[src/rtl/emg_frame_packer.sv]
// Packs serial per-channel ADC samples into one wide frame word. The frame goes out on a valid/ready slot.
// Optional framing-sync via FrameStart_SI is enabled by defining EMG_PACKER_SYNC_EN.
`timescale 1ns/1ps
module emg_frame_packer #(
  parameter int unsigned CHANNELS     = 64,
  parameter int unsigned SAMPLE_WIDTH = 16,
  parameter int unsigned FRAME_WIDTH  = CHANNELS * SAMPLE_WIDTH,
  parameter int unsigned CNT_WIDTH    = 16
) (
  input  logic                    Clk_CI,
  input  logic                    Reset_RI,
  input  logic                    SampleValid_SI,
  input  logic [SAMPLE_WIDTH-1:0] Sample_DI,
  input  logic                    FrameStart_SI,
  output logic                    ValidOut_SO,
  input  logic                    ReadyIn_SI,
  output logic [FRAME_WIDTH-1:0]  Frame_DO,
  output logic [CNT_WIDTH-1:0]    FrameCnt_DO,
  output logic [CNT_WIDTH-1:0]    DropCnt_DO,
  output logic                    SyncErr_SO
);

  localparam int unsigned IDX_W = (CHANNELS > 1) ? $clog2(CHANNELS) : 1;
  localparam logic [IDX_W-1:0] IDX_LAST = IDX_W'(CHANNELS - 1);

  localparam logic [0:0] ST_FILL = 1'b0;
`ifdef EMG_PACKER_SYNC_EN
  localparam logic [0:0] ST_WAIT = 1'b1;
`endif

  logic [0:0]             state_q, state_d;
  logic [IDX_W-1:0]       idx_q, idx_d;
  logic [FRAME_WIDTH-1:0] buf_q, buf_d;
  logic [FRAME_WIDTH-1:0] frame_q, frame_d;
  logic                   valid_q, valid_d;
  logic [CNT_WIDTH-1:0]   fcnt_q, fcnt_d;
  logic [CNT_WIDTH-1:0]   dcnt_q, dcnt_d;
  logic                   sync_err_q, sync_err_d;
  logic                   store;

  // State registers
  always_ff @(posedge Clk_CI or negedge Reset_RI) begin
    if (!Reset_RI) begin
      state_q    <= ST_FILL;
      idx_q      <= '0;
      buf_q      <= '0;
      frame_q    <= '0;
      valid_q    <= 1'b0;
      fcnt_q     <= '0;
      dcnt_q     <= '0;
      sync_err_q <= 1'b0;
    end else begin
      state_q    <= state_d;
      idx_q      <= idx_d;
      buf_q      <= buf_d;
      frame_q    <= frame_d;
      valid_q    <= valid_d;
      fcnt_q     <= fcnt_d;
      dcnt_q     <= dcnt_d;
      sync_err_q <= sync_err_d;
    end
  end

  // Next-state: assembly, handoff, drop accounting
  always_comb begin
    state_d    = state_q;
    idx_d      = idx_q;
    buf_d      = buf_q;
    frame_d    = frame_q;
    valid_d    = valid_q;
    fcnt_d     = fcnt_q;
    dcnt_d     = dcnt_q;
    sync_err_d = 1'b0;
    store      = 1'b0;

    if (valid_q && ReadyIn_SI) valid_d = 1'b0;

    if (SampleValid_SI) begin
`ifdef EMG_PACKER_SYNC_EN
      if (state_q == ST_WAIT) begin
        if (FrameStart_SI) begin
          buf_d[SAMPLE_WIDTH-1:0] = Sample_DI;
          idx_d                   = IDX_W'(1);
          state_d                 = ST_FILL;
        end
      end else if (FrameStart_SI && (idx_q != '0)) begin
        // Early start marker: abandon the partial frame and restart on this beat
        sync_err_d              = 1'b1;
        buf_d[SAMPLE_WIDTH-1:0] = Sample_DI;
        idx_d                   = IDX_W'(1);
        if (dcnt_q != '1) dcnt_d = dcnt_q + CNT_WIDTH'(1);
      end else if (!FrameStart_SI && (idx_q == '0)) begin
        sync_err_d = 1'b1;
        state_d    = ST_WAIT;
      end else begin
        store = 1'b1;
      end
`else
      store = 1'b1;
`endif
    end

    if (store) begin
      for (int k = 0; k < CHANNELS; k++) begin
        if (idx_q == IDX_W'(k)) buf_d[k*SAMPLE_WIDTH +: SAMPLE_WIDTH] = Sample_DI;
      end
      if (idx_q == IDX_LAST) begin
        idx_d = '0;
        // Slot is free if empty or being drained on this same edge
        if (!valid_q || ReadyIn_SI) begin
          frame_d = buf_d;
          valid_d = 1'b1;
          fcnt_d  = fcnt_q + CNT_WIDTH'(1);
        end else if (dcnt_q != '1) begin
          dcnt_d = dcnt_q + CNT_WIDTH'(1);
        end
      end else begin
        idx_d = idx_q + IDX_W'(1);
      end
    end
  end

`ifdef EMG_PACKER_SYNC_EN
  assign SyncErr_SO = sync_err_q;
`else
  logic unused_sync;
  assign unused_sync = FrameStart_SI | sync_err_q;
  assign SyncErr_SO  = 1'b0;
`endif

  assign ValidOut_SO = valid_q;
  assign Frame_DO    = frame_q;
  assign FrameCnt_DO = fcnt_q;
  assign DropCnt_DO  = dcnt_q;

endmodule
[config.mk]
export PLATFORM = sky130hd
export DESIGN_NAME = emg_frame_packer
export DESIGN_NICKNAME = d
export VERILOG_FILES = /design/src/rtl/emg_frame_packer.sv
export SDC_FILE = /design/constraint.sdc
export NUM_CORES = 2
export LEC_CHECK = 0
export CORE_ASPECT_RATIO = 0.6
export CORE_MARGIN = 2
export CORE_UTILIZATION = 45
export CTS_CLUSTER_SIZE = 10
export DETAILED_ROUTE_END_ITERATION = 8
export HOLD_SLACK_MARGIN = 0.15
export PLACE_DENSITY = 0.68
export SETUP_SLACK_MARGIN = 0.3
export SKIP_LAST_GASP = 1
export SLEW_MARGIN = 20
export SYNTH_ARGS = -nofsm -noshare
export SYNTH_HDL_FRONTEND = slang
export SYNTH_SLANG_ARGS = --single-unit
export TNS_END_PERCENT = 20
[constraint.sdc]
create_clock -name Clk_CI -period 5.4 [get_ports Clk_CI]
set_input_delay 0.54 -clock Clk_CI [delete_from_list [all_inputs] [get_ports Clk_CI]]
set_output_delay 0.54 -clock Clk_CI [all_outputs]
set_load 0.02 [all_outputs]
==> impl_metrics.toml <==
[status]
outcome = "finished, final reports clean"

[grt]
grtUsageTotal = 0.268
grt_antenna_before_repair = 2
grt_pass1_vias = 58700
grt-ovfl-total = 0
grt_first_pass_wirelength_mm = 400
grt_max_degree = 184

[synth]
synth_edf_count = 0
yosysTopAreaCell = "dfrtp_1"
yosys.cell_types.count = 48
synth_nets = 7204
ys.flop_type = "dfrtp_1"
yosysSeqAreaShare = 0.592
ys_warn_count = 0
yosys-top-cells-area = "dfrtp_1 (59%), mux2_2 (12%), mux2i_1 (11%), a21oi_1 (5.4%), nor2_1 (4.4%)"
syn_area_per_cell_um2 = 12.3
synth-seq-cells = 2087
syn-cell-area_um2 = 88300
synthCells = 7177
async_flop_share = 1.00
synth_top_area_share = 0.592

[routing]
vias = 58700
dr.pass1.iters = 7
antenna_left = 0
routed_wl_mm = 272
first_iter_violations = 4405
drc_errors = 0
wl_per_cell_um = 25.7
routed_via_density = 5.54

[job]
drv_cap = 0

[setup_path]
startpoint_type = "flop"
cpPeakStageDelay_ps = 940
worstPathMaxFanout = 17
r2r_cells = 6
critPathRequiredTime_ps = 6100
crit_path_end_kind = "flop"
cp_slowest_cell = "nor3_4"
crit_type = "reg2reg"
crit_arrival_ps = 4440
crit_chain = "inv_1 -> ha_1 -> nand3b_1 -> nor3_4 -> nand2_1 -> mux2_2"

[power_and_ir_drop]
power_frac_seq = 0.459
peakVddDrop_uv = 278
p_comb_frac = 0.234
p_sw_frac = 0.301
switchingPower_w = 0.0136
power_frac_clock = 0.307
leakagePower_nw = 49.2
power.total_w = 0.0450
intPower_w = 0.0315
powerDensity_nw_per_um2 = 422

[worst_hold_path]
worst_hold_path_type = "in2reg"
holdPathStages = 3

[clock_network]
clkTransAtPathRegs_ps = 60
cts-resized-gates = 0
htreeDepth = 4
cts_tree = "yes"
clk_latency_ps = 870
cts.sinks = 2087
cts_root_buf = "clkbuf_16"
cts_buffer_depth = 4
cts_made_buffers = 237

[timing]
setup_viol_count_final = 0
finalHoldViolations = 0
final_max_slew_viol_count = 0
timing.hold.ws_ps = 200
clock.fmax_mhz = 267
clock_skew_ps = 72.8
min_period_ps = 3740
slew_headroom = 0.225
tightest_slew_ps = 1160
period_share = 0.692
fin_tns_setup_ps = 0
rsz0062_at_grt = "no"

[floorplanning]
initial_utilization = 0.454
chipWidth_um = 576
dieArea_um2 = 200000
coreArea_um2 = 194000
die_y_um = 347
ios = 1079
rows = 125

[final_layout]
utilization = 0.550
syn_to_final_growth_pct = 21.0
final_common_cell = "dfrtp_1"
drive_gt1_frac = 0.181
layout.nets = 7990
layout.cells.most_common_list = "dfrtp_1 (2087), clkdlybuf4s50_1 (1058), nor2_1 (1027), mux2_2 (953)"

[placement]
io_buffers = 1076
place_congestion = 0.824
dp_hpwl_mm = 174
[cell families after synthesis]
logic type | synth area share
multiplexers | 0.238
AND/OR/NAND/NOR | 0.0725
AO/OA/AOI/OAI | 0.0595
flip-flops | 0.592
other | 0.0000425
adder cells (fa/ha/maj) | 0.000850
buffers and inverters | 0.0342
XOR/XNOR | 0.00327
[per-stage QoR]
step | instances | setup slack [ps] | cell area [um2]
global route | 10600 | 1440 | 107000
floorplan | 7177 | 3250 | 88300
global placement | 10300 | 1610 | 100000
detailed placement | 10300 | 1530 | 101000
CTS | 10600 | 1520 | 107000
finish | 10600 | 1660 | 107000
[final timing paths]
path                                                  start                     endpoint  slack [ps]
worst min register to register  FrameCnt_DO[15]$_DFFE_PN0P_  FrameCnt_DO[15]$_DFFE_PN0P_         480
worst min-delay path                          Sample_DI[14]    Frame_DO[222]$_DFFE_PN0P_         200
worst max register to register         idx_q[1]$_DFFE_PN0P_       buf_q[521]$_DFFE_PN0P_        1660
worst max-delay path                   idx_q[1]$_DFFE_PN0P_       buf_q[521]$_DFFE_PN0P_        1660
min in group asynchronous                          Reset_RI    DropCnt_DO[4]$_DFFE_PN0P_         300
max in group asynchronous                          Reset_RI    Frame_DO[471]$_DFFE_PN0P_        3360
[metal layers]
metal | share of wire | vias up | track usage
met1 | 0.45 | 30400 | 0.374
met2 | 0.46 | 1590 | 0.425
met4 | 0.037 | 0 | 0.0909
met3 | 0.053 | 405 | 0.0450
li1 | - | 26200 | -
met5 | 0 | - | 0
[area by class of cell]
class,count,area [um2]
clock buffers,243,5970
well taps,2603,3260
diodes,4,10.0
inverters,3,11.3
multi-input cells,4452,33100
clock inverters,12,224
repair buffers,1182,12000
flip-flops and latches,2087,52200
fillers,16100,87400
[power groups by stage]
stage / sequential (W) / combinational (W) / clock (W)
after floorplan: 0.0215 / 0.00548 / 0
after global placement: 0.0207 / 0.0103 / 0
after detailed placement: 0.0209 / 0.0106 / 0
after CTS: 0.0206 / 0.0106 / 0.0141
after global routing: 0.0210 / 0.0114 / 0.0148
final: 0.0207 / 0.0105 / 0.0138
[critical path, delay by kind of cell (launching register included)]
kind	cells	cell delay, ps
muxes	1	540
adders and majority gates	1	320
and+or+nand+nor	3	2190
buffers and inverters	1	130
DFF	1	420
[cells in the mapped netlist (4+ instances only)]
cell type / n
mux2_1: 73
mux2_2: 953
a31oi_1: 80
nand2_2: 20
clkbuf_1: 379
nand2_4: 22
a21oi_1: 945
and3_1: 4
xor2_1: 17
mux2i_1: 945
nand3_1: 24
dfrtp_1: 2087
buf_1: 29
ha_1: 6
nor2_4: 34
buf_4: 67
nor3_1: 6
and2_1: 5
buf_6: 27
nor2_8: 14
nand3_2: 4
buf_2: 133
nor4_2: 5
nand4_1: 23
xnor2_1: 16
nor2_1: 1028
nand2_1: 180
nand3b_1: 8
and4_1: 4
nand2b_1: 7
[timing repair]
item                      in CTS  in global routing
buffers inserted               0                  0
hold buffers                   2                  0
hold endpoints to repair     111                  0
[registers in the layout, summed over array words and instances (netlist names)]
| signal | flops |
|---|---|
| DropCnt_DO | 16 |
| FrameCnt_DO | 16 |
| idx_q | 6 |
| ValidOut_SO | 1 |
| Frame_DO | 1024 |
| buf_q | 1024 |
(Power assumes the default switching activity.)
